[src/rtl/fb_access_arbiter.sv]
// fb_access_arbiter: round-robin arbiter sharing one frame-buffer SRAM port between BLA, fill and alpha engines.
module fb_access_arbiter #(
  parameter int ADDR_W      = 19,
  parameter int DATA_W      = 24,
  parameter int TIMEOUT_CYC = 16
) (
  input  logic              clk,
  input  logic              n_rst,
  input  logic              bla_req,
  input  logic [ADDR_W-1:0] bla_addr,
  input  logic [DATA_W-1:0] bla_wdata,
  output logic              bla_ack,
  input  logic              fill_req,
  input  logic [ADDR_W-1:0] fill_addr,
  input  logic [DATA_W-1:0] fill_wdata,
  output logic              fill_ack,
  input  logic              alpha_req,
  input  logic              alpha_we,
  input  logic [ADDR_W-1:0] alpha_addr,
  input  logic [DATA_W-1:0] alpha_wdata,
  output logic              alpha_ack,
  output logic [DATA_W-1:0] alpha_rdata,
  output logic              mem_req,
  output logic              mem_we,
  output logic [ADDR_W-1:0] mem_addr,
  output logic [DATA_W-1:0] mem_wdata,
  input  logic [DATA_W-1:0] mem_rdata,
  input  logic              mem_ready,
  output logic              busy,
  output logic              mem_err
);
  localparam int CW = $clog2(TIMEOUT_CYC) + 1;
  typedef enum logic [1:0] {IDLE, ACCESS, DONE} state_t;
  state_t            state_q;
  logic [1:0]        gnt_q, last_q, gnt_d, p0, p1, p2;
  logic              we_q, abort_q, done;
  logic [ADDR_W-1:0] addr_q;
  logic [DATA_W-1:0] wdata_q, rdata_q;
  logic [CW-1:0]     cnt_q;
  logic [2:0]        req;
  assign req = {alpha_req, fill_req, bla_req};
  // search order starts just after the last requester served
  assign p0 = last_q == 2'd2 ? 2'd0 : last_q + 2'd1;
  assign p1 = p0 == 2'd2 ? 2'd0 : p0 + 2'd1;
  assign p2 = p1 == 2'd2 ? 2'd0 : p1 + 2'd1;
  assign gnt_d = req[p0] ? p0 : req[p1] ? p1 : p2;
  always_ff @(posedge clk or negedge n_rst) begin
    if (!n_rst) begin
      state_q <= IDLE;
      gnt_q   <= 2'd0;
      last_q  <= 2'd2;
      we_q    <= 1'b0;
      abort_q <= 1'b0;
      addr_q  <= '0;
      wdata_q <= '0;
      rdata_q <= '0;
      cnt_q   <= '0;
    end else begin
      case (state_q)
        IDLE: if (|req) begin
          gnt_q   <= gnt_d;
          addr_q  <= gnt_d == 2'd0 ? bla_addr : gnt_d == 2'd1 ? fill_addr : alpha_addr;
          wdata_q <= gnt_d == 2'd0 ? bla_wdata : gnt_d == 2'd1 ? fill_wdata : alpha_wdata;
          we_q    <= gnt_d == 2'd2 ? alpha_we : 1'b1;
          cnt_q   <= '0;
          abort_q <= 1'b0;
          state_q <= ACCESS;
        end
        ACCESS: begin
          cnt_q <= cnt_q + 1'b1;
          if (mem_ready) begin
            state_q <= DONE;
            if (!we_q) rdata_q <= mem_rdata;
          end else if (cnt_q == CW'(TIMEOUT_CYC - 1)) begin
            state_q <= DONE;
            abort_q <= 1'b1;
          end
        end
        DONE: begin
          last_q  <= gnt_q;
          state_q <= IDLE;
        end
        default: state_q <= IDLE;
      endcase
    end
  end
  assign done        = state_q == DONE;
  assign mem_req     = state_q == ACCESS;
  assign mem_we      = mem_req & we_q;
  assign mem_addr    = addr_q;
  assign mem_wdata   = wdata_q;
  assign busy        = state_q != IDLE;
  assign bla_ack     = done && gnt_q == 2'd0;
  assign fill_ack    = done && gnt_q == 2'd1;
  assign alpha_ack   = done && gnt_q == 2'd2;
  assign mem_err     = done && abort_q;
  assign alpha_rdata = rdata_q;
endmodule

[config.mk]
export PLATFORM = sky130hd
export DESIGN_NAME = fb_access_arbiter
export DESIGN_NICKNAME = d
export VERILOG_FILES = /design/src/rtl/fb_access_arbiter.sv
export SDC_FILE = /design/constraint.sdc
export NUM_CORES = 1
export LEC_CHECK = 0
export CAP_MARGIN = 25
export CORE_UTILIZATION = 41
export CTS_BUF_LIST = sky130_fd_sc_hd__clkbuf_16
export DETAILED_ROUTE_END_ITERATION = 10
export HOLD_SLACK_MARGIN = 0.15
export MAX_ROUTING_LAYER = met4
export PLACE_DENSITY_LB_ADDON = 0.1
export RECOVER_POWER = 100
export SLEW_MARGIN = 20
export SYNTH_ARGS = -nofsm -noshare
export SYNTH_HDL_FRONTEND = slang
export SYNTH_SLANG_ARGS = --single-unit
[constraint.sdc]
create_clock -name clk -period 2.1 [get_ports clk]
set_clock_uncertainty 0.1 [all_clocks]
set_input_delay 0.42 -clock clk [delete_from_list [all_inputs] [get_ports clk]]
set_output_delay 0.42 -clock clk [all_outputs]
set_load 0.05 [all_outputs]
# == Word level (Yosys, flattened, before mapping) ==
# Index checks and enable logic that the tools add are counted.
# Widths: inputs -> output; s select.
# totals
wordCells,70
register_bits,80
output_inout_bits,74
# op_classes
reduce_logical,15
order_cmp,2
mux,24
bitwise,2
addsub,4
eq_ne,14
# ops
operator,n
$mux 24,2
$mux 19,2
$mux 2,8
$eq 2x2->1 const B,6
$pmux 5 s2,1
$add 2x1->2 const B,3
$eq 2x1->1 const B,3
$logic_not 2->1,3
$lt 2x3->1 const B,2
$mux 1,6
$reduce_and 2->1,3
$add 5x1->5 const B,1
$eq 5x4->1 const B,1
$mux 5,1
$bmux 1 s2,2
$logic_and 1x1->1,4
$ne 2x2->1 const B,2
$pmux 2 s2,1
$reduce_and 4->1,1
$reduce_bool 2->1,2
$ne 3x1->1 const B,1
$reduce_and 3->1,1
$reduce_or 3->1,1
$ne 2x1->1 const B,1
3 further kinds,3

# == Logic depth before layout (Yosys ltp) ==
# Gate-level depths: netlist of run 1.
# logic_depth
ltp_word,11
depth_mapped,7

# == Least setup slack after synthesis of run 1 ==
# OpenSTA, ideal clock, no wires.
# synth_path
path_kind,register -> output
startpoint,reg state_q[0]
endpoint,out fill_ack
path_stages_with_launch,3
n_path_buf,0
t_arrival_ps,1761
required_time_ps,1580
path_slack_ps,-181
cell_sequence,dfrtp_1 -> nand2b_1 -> nor3b_1
# synth_via
elab_chain_cells,2
# synth_lines
element,line,text
from (decl),34,state_t state_q;
from (signal assigned),49,state_q <= IDLE;
from (signal assigned),67,state_q <= ACCESS;
from (signal assigned),72,state_q <= DONE;
$eq 2x2->1,87,assign done = state_q == DONE;
$logic_and 1x1->1,94,assign fill_ack = done && gnt_q == 2'd1;
to (decl),16,"output logic fill_ack,"
# No other way between the ends.

# == Worst setup path after layout of run 1 ==
# layout_path
startpoint,"reg rdata_q[5], in the netlist alpha_rdata[5]"
endpoint,out alpha_rdata[5]
# layout_lines
element,line,text
from (decl),38,"logic [DATA_W-1:0] wdata_q, rdata_q;"
from (signal assigned),73,if (!we_q) rdata_q <= mem_rdata;
to (decl),22,"output logic [DATA_W-1:0] alpha_rdata,"
# No word-level cell between the ends.

==> results of run 1 <==
-- what timing repair did --
action,in CTS,in global routing
gates resized for setup,1,5
endpoints found under the setup margin,3,39
endpoints found under the hold margin,22,0
hold buffers,1,0
-- logic make-up after synthesis --
family,count (synthesis)
and+or+nand+nor,44
DFF,80
muxes,66
adders and majority gates,2
AOI/OAI and AO/OA,228
buffers and inverters,49
-- synthesized netlist by cell type, types with 2 or more instances --
cell type	n	area, um2
inv_1	4	15.01
dfrtp_1	79	1977
mux2_1	12	135.1
a21o_1	2	15.01
a22oi_1	43	322.8
and3_1	2	12.51
nor3b_1	3	22.52
nand2b_1	3	18.77
nor2b_1	4	25.02
a211o_1	42	367.9
mux2_2	54	608.1
o21ai_0	41	205.2
buf_2	19	95.09
nand3_1	2	10.01
buf_4	4	30.03
buf_6	4	45.04
nor3_2	2	20.02
ha_1	2	25.02
a21oi_1	85	425.4
and2_1	2	12.51
nor2_1	10	37.54
o21ai_1	9	45.04
nand2_1	12	45.04
clkbuf_1	17	63.81
-- stage by stage --
stage,TNS (ns),cell area [um2],util,hold WS (ns)
6_report,0,7670,0.6983,0.3908
5_1_grt,0,7670,0.6983,0.4103
3_5_place_dp,-14.19,7470,0.6801,0.2707
2_1_floorplan,0,4701,-,0.02441
4_1_cts,0,7769,0.7073,0.3948
3_3_place_gp,-13.77,7470,0.6801,0.2604
-- area by class of cell --
| type | count | area (um2) | share of cell area |
|---|---|---|---|
| timing repair buffer | 268 | 2691 | 0.3509 |
| sequential | 80 | 2003 | 0.2612 |
| inverter | 5 | 20.02 | 0.002610 |
| multi-input combinational | 340 | 2494 | 0.3251 |
| clock buffer | 9 | 225.2 | 0.02936 |
| clock inverter | 6 | 61.31 | 0.007993 |
| tap | 140 | 175.2 | 0.02284 |
-- report_power, final --
group          leakage [nW]  internal [mW]  total [mW]  switching (mW)
logic                  1.92           2.80        7.63            4.83
clock network         0.147          0.912        1.55           0.639
registers             0.937           2.30        2.73           0.426
total                  3.00           6.01        11.9            5.89
-- worst max-delay path by stage --
stage | to | cells past startpoint
after floorplan | mem_we | 4
after global placement | mem_wdata[14] | 6
after detailed placement | mem_addr[16] | 6
after CTS | mem_addr[16] | 1
after global routing | mem_addr[15] | 7
final | alpha_rdata[5] | 1
-- flip-flops by register name, indices dropped and copies added, names as in the netlist --
| signal | cells |
|---|---|
| abort_q | 1 |
| mem_wdata | 24 |
| alpha_rdata | 24 |
| last_q | 2 |
| cnt_q | 5 |
| state_q | 2 |
| gnt_q | 2 |
| mem_addr | 19 |
| we_q | 1 |
-- per-layer routing --
metal  vias to the layer above  part of all wire
met5                         -                 0
li1                       2253                 -
met3                        26             0.089
met4                         0             0.015
met1                      2433              0.40
met2                       246              0.50
==> flow_metrics.py, run 1 <==
metrics = {
    "worst_setup_path": {
        "arrival_ns": 1.53,
        "r2r-start": "state_q[1]",
        "worstSetupStartpoint": "alpha_rdata[5]",
        "path_class": "reg -> out",
        "path_max_fanout": 2,
        "crit_chain": "clkdlybuf4s50_1",
        "end_kind": "primary output",
        "path_buf_inv": 1,
        "r2r_cells": 4,
        "cp_data_required_time_ns": 1.58,
        "path_delay_family": "buffers and inverters",
        "slowest_delay_ns": 0.83,
        "reg2reg_setup_slack_ns": 0.12,
        "cp_slowest_cell": "clkdlybuf4s50_1",
        "cp-start-kind": "flop",
        "r2r-end": "alpha_rdata[10]",
    },
    "routing": {
        "routed_wl_um": 16520,
        "wl_per_cell_um": 19.48,
        "postRouteAntennaNets": 0,
        "first_iter_violations": 325,
        "vias": 4958,
        "first_pass_iters": 6,
        "drc_errors": 0,
        "vias_per_cell": 5.847,
    },
    "global_routing": {
        "grt_util_met3": 0.07412,
        "antenna_found_initial": 0,
        "grt_pass1_wl_um": 25510,
        "grt_max_degree": 32,
        "grt_usage": 0.2883,
        "grt.busiest_layer": "met2",
        "use_met2": 0.4856,
        "grt_pass1_vias": 5185,
        "met1_usage": 0.3351,
        "overflow": 0,
    },
    "floorplan": {
        "core-area_um2": 10980,
        "die_area_um2": 11860,
        "ioPinCount": 234,
        "die_y_um": 108.9,
        "die_x_um": 108.9,
        "start_util": 0.4265,
        "rows": 38,
    },
    "place": {
        "dp.final_hpwl_um": 12030,
        "place_congestion": 0.8311,
        "portBuffers": 233,
        "dp.cells": 832,
        "dpl_worst_slack_ns": -0.3540,
    },
    "cts": {
        "cts_tree": "done",
        "htree_num_levels": 3,
        "postCtsSetupBuffers": 0,
        "cts.sinks": 80,
        "clkLatencyLatePin_ns": 0.34,
        "path_clk_slew_ns": 0.06,
        "cts_max_path_buffers": 2,
        "numCtsBuffers": 9,
        "cts-root-buf": "clkbuf_16",
    },
    "synth": {
        "synthAdderAreaFrac": 0.005342,
        "synthMuxAreaShare": 0.1587,
        "ys_warn_count": 0,
        "netlist_area_um2": 4684,
        "synth.yosys.seq_area_share": 0.4276,
        "syn_area_per_cell_um2": 9.988,
        "yosysUniqueCellTypes": 36,
        "synth_compound_area_frac": 0.3048,
        "synth_nets": 631,
        "synth_ff_type": "dfrtp_1",
        "synth-simple-area-share": 0.04968,
        "synth_top_family_by_area": "compound AO/OA/AOI/OAI gates",
        "ys_async_sr_fraction": 1.000,
        "ys_ff_latch": 80,
        "synth_xor_area_frac": 0,
        "netlist_instances": 469,
        "synth_edf_count": 0,
    },
    "layout": {
        "layout.cells.non_filler": 848,
        "num-fill-cells": 875,
        "area_growth_pct": 63.73,
        "diodes": 0,
        "layout_common_cells": "clkdlybuf4s50_1, a21oi_1, dfrtp_1",
        "drive_gt1_frac": 0.1737,
        "fin_nets": 866,
        "final_common_cell": "clkdlybuf4s50_1",
    },
    "timing": {
        "hold_violations": 0,
        "setup_violations": 0,
        "fin_crit_ns": 2.048,
        "fmax_ghz": 0.4882,
        "fin_ws_ns": 0.05152,
        "maxSlewHeadroom": 0.5292,
        "post-route-period-util": 0.9755,
        "worstMarginPinSlew_ns": 0.7062,
        "rsz0062_at_grt": "no",
        "drv_slew": 0,
    },
    "status": {
        "outcome": "complete, no violations",
    },
    "hold_path": {
        "worstHoldPathCells": 1,
        "min_path_type": "reg -> reg",
        "min_to": "alpha_rdata[16]",
        "worstHoldStart": "alpha_rdata[16]",
    },
    "pwr": {
        "vdd.ir_drop.worst_mv": 1.087,
        "p_leak_nw": 2.999,
        "finalPower_mw": 11.91,
        "power_density_nw_per_um2": 1552,
    },
    "run": {
        "maxCapViolCount": 0,
    },
}
(Power assumes the default switching activity.)
==> inputs of run 2 (changes only) <==
--- a/config.mk
+++ b/config.mk
@@ -6,4 +6,5 @@
 export NUM_CORES = 1
 export LEC_CHECK = 0
+export ABC_CLOCK_PERIOD_IN_PS = 2070
 export CAP_MARGIN = 25
 export CORE_UTILIZATION = 41
==> constraint.sdc (replaced) <==
create_clock -name clk -period 2.07 [get_ports clk]
set_clock_uncertainty 0.1 [all_clocks]
set_input_delay 0.414 -clock clk [delete_from_list [all_inputs] [get_ports clk]]
set_output_delay 0.414 -clock clk [all_outputs]
set_load 0.005 [all_outputs]
==> flow_metrics.py, run 2 (same netlist as run 1, synthesis figures left out) <==
metrics = {
    "status": {
        "outcome": "complete, no violations",
    },
    "pwr": {
        "p_leak_nw": 3.127,
        "finalPower_mw": 9.895,
        "power_density_nw_per_um2": 1259,
        "vdd.ir_drop.worst_mv": 0.6328,
    },
    "worst_setup_path": {
        "cp-start-kind": "flop",
        "path_delay_family": "buffers and inverters",
        "path_max_fanout": 4,
        "cp_data_required_time_ns": 1.56,
        "path_buf_inv": 2,
        "end_kind": "primary output",
        "slowest_delay_ns": 0.50,
        "r2r-start": "last_q[1]",
        "crit_chain": "nand2b_4, clkinv_1, clkdlybuf4s50_1",
        "worstSetupStartpoint": "state_q[1]",
        "cp_slowest_cell": "clkdlybuf4s50_1",
        "arrival_ns": 1.54,
        "path_class": "reg -> out",
    },
    "timing": {
        "worstMarginPinSlew_ns": 0.3671,
        "post-route-period-util": 0.9906,
        "fin_tns_setup_ns": 0,
        "maxSlewHeadroom": 0.7553,
        "fmax_ghz": 0.4877,
        "holdWs_ns": 0.3893,
        "hold_violations": 0,
        "drv_slew": 0,
        "fin_crit_ns": 2.051,
        "setup_violations": 0,
        "rsz0062_at_grt": "yes",
    },
    "routing": {
        "wl_met1_um": 6697,
        "top_layer_used": "met4",
        "wl_per_cell_um": 19.43,
        "first_iter_violations": 373,
        "drc_errors": 0,
        "first_pass_iters": 8,
        "postRouteAntennaNets": 0,
        "dr_wl_met3_um": 1333,
        "vias": 4977,
        "vias_per_cell": 5.787,
        "met2_length_um": 8263,
        "routed_wl_um": 16710,
    },
    "cts": {
        "postCtsSetupBuffers": 0,
        "path_clk_slew_ns": 0.06,
        "cts_tree": "done",
        "numCtsBuffers": 9,
        "cts_max_path_buffers": 2,
        "cts-root-buf": "clkbuf_16",
        "htree_num_levels": 3,
        "clkLatencyLatePin_ns": 0.34,
        "cts.sinks": 80,
    },
    "layout": {
        "regArea_um2": 2006,
        "layout_common_cells": "clkdlybuf4s50_1, a21oi_1, dfrtp_1",
        "post-route-util": 0.7158,
        "drive_gt1_frac": 0.1833,
        "final_common_cell": "clkdlybuf4s50_1",
        "multi_input_comb_area_um2": 2526,
        "area_growth_pct": 67.82,
        "diodes": 0,
        "fin_nets": 877,
        "num-fill-cells": 809,
    },
    "floorplan": {
        "die_x_um": 108.9,
        "start_util": 0.4265,
        "rows": 38,
        "die_area_um2": 11860,
        "ioPinCount": 234,
        "core-area_um2": 10980,
        "die_y_um": 108.9,
    },
    "global_routing": {
        "grt_max_degree": 49,
        "grt_pass1_vias": 5272,
        "antenna_found_initial": 0,
        "grt_pass1_wl_um": 25500,
        "overflow": 0,
        "grt_usage": 0.2879,
    },
    "place": {
        "dp.final_hpwl_um": 12060,
        "place_congestion": 0.8579,
        "portBuffers": 233,
    },
    "hold_path": {
        "min_path_type": "reg -> reg",
        "worstHoldStart": "alpha_rdata[18]",
    },
    "run": {
        "maxCapViolCount": 0,
    },
}
[run 2: changes by cell type in the layout (fill, tap and decap cells not counted), sizes merged]
cell | previous run | this run
buf | 34 | 45
clkbuf | 21 | 10
clkdlybuf4s50 | 221 | 226
dlygate4sd2 | 0 | 3
dlymetal6s2s | 0 | 3
clkinv | 4 | 5
clkinvlp | 0 | 1
inv | 6 | 5
[run 2: area by class of cell]
type / instances / area share
repair buffers: 279 / 0.3621
multi-input cells: 340 / 0.3213
clock buffers: 9 / 0.02865
well taps: 140 / 0.02228
inverters: 5 / 0.002387
flip-flops and latches: 80 / 0.2551
clock inverters: 7 / 0.008117
[run 2: worst paths after layout]
| path | slack (ns) | endpoint | depth (start not counted) |
|---|---|---|---|
| setup reg to reg | 0.15 | mem_addr[8] | 6 |
| setup / recovery | 0.02 | mem_req | 3 |
| hold reg to reg | 0.39 | alpha_rdata[18] | 1 |
| min in group asynchronous | 0.41 | mem_wdata[16] | 2 |
| max in group asynchronous | 0.87 | mem_addr[14] | 3 |
| hold / removal | 0.39 | alpha_rdata[18] | 1 |
[run 2: metrics by stage]
step | std cells | setup WS (ns) | area [um2]
detailed placement | 842 | -0.3957 | 7466
global placement | 842 | -0.3172 | 7466
CTS | 859 | -0.1446 | 7782
global route | 860 | -0.007723 | 7861
finish | 860 | 0.01938 | 7861
floorplan | 469 | 0.2933 | 4684
[run 2: layer usage]
layer,vias up,track usage
met5,-,-
met4,0,0.1226
met3,36,0.05559
met2,257,0.4892
met1,2396,0.3304
li1,2288,-
[run 2: repair_timing]
action                     in CTS  in global routing
hold endpoints to repair       19                  0
hold buffers                    1                  0
gates cloned                    0                  1
gates resized for setup         8                 16
setup endpoints to repair      33                  8
[run 2: report_power, final]
group | total [mW] | switching [mW] | internal (mW)
Clock | 1.58 | 0.653 | 0.924
Sequential | 2.80 | 0.463 | 2.34
Combinational | 5.52 | 2.51 | 3.00
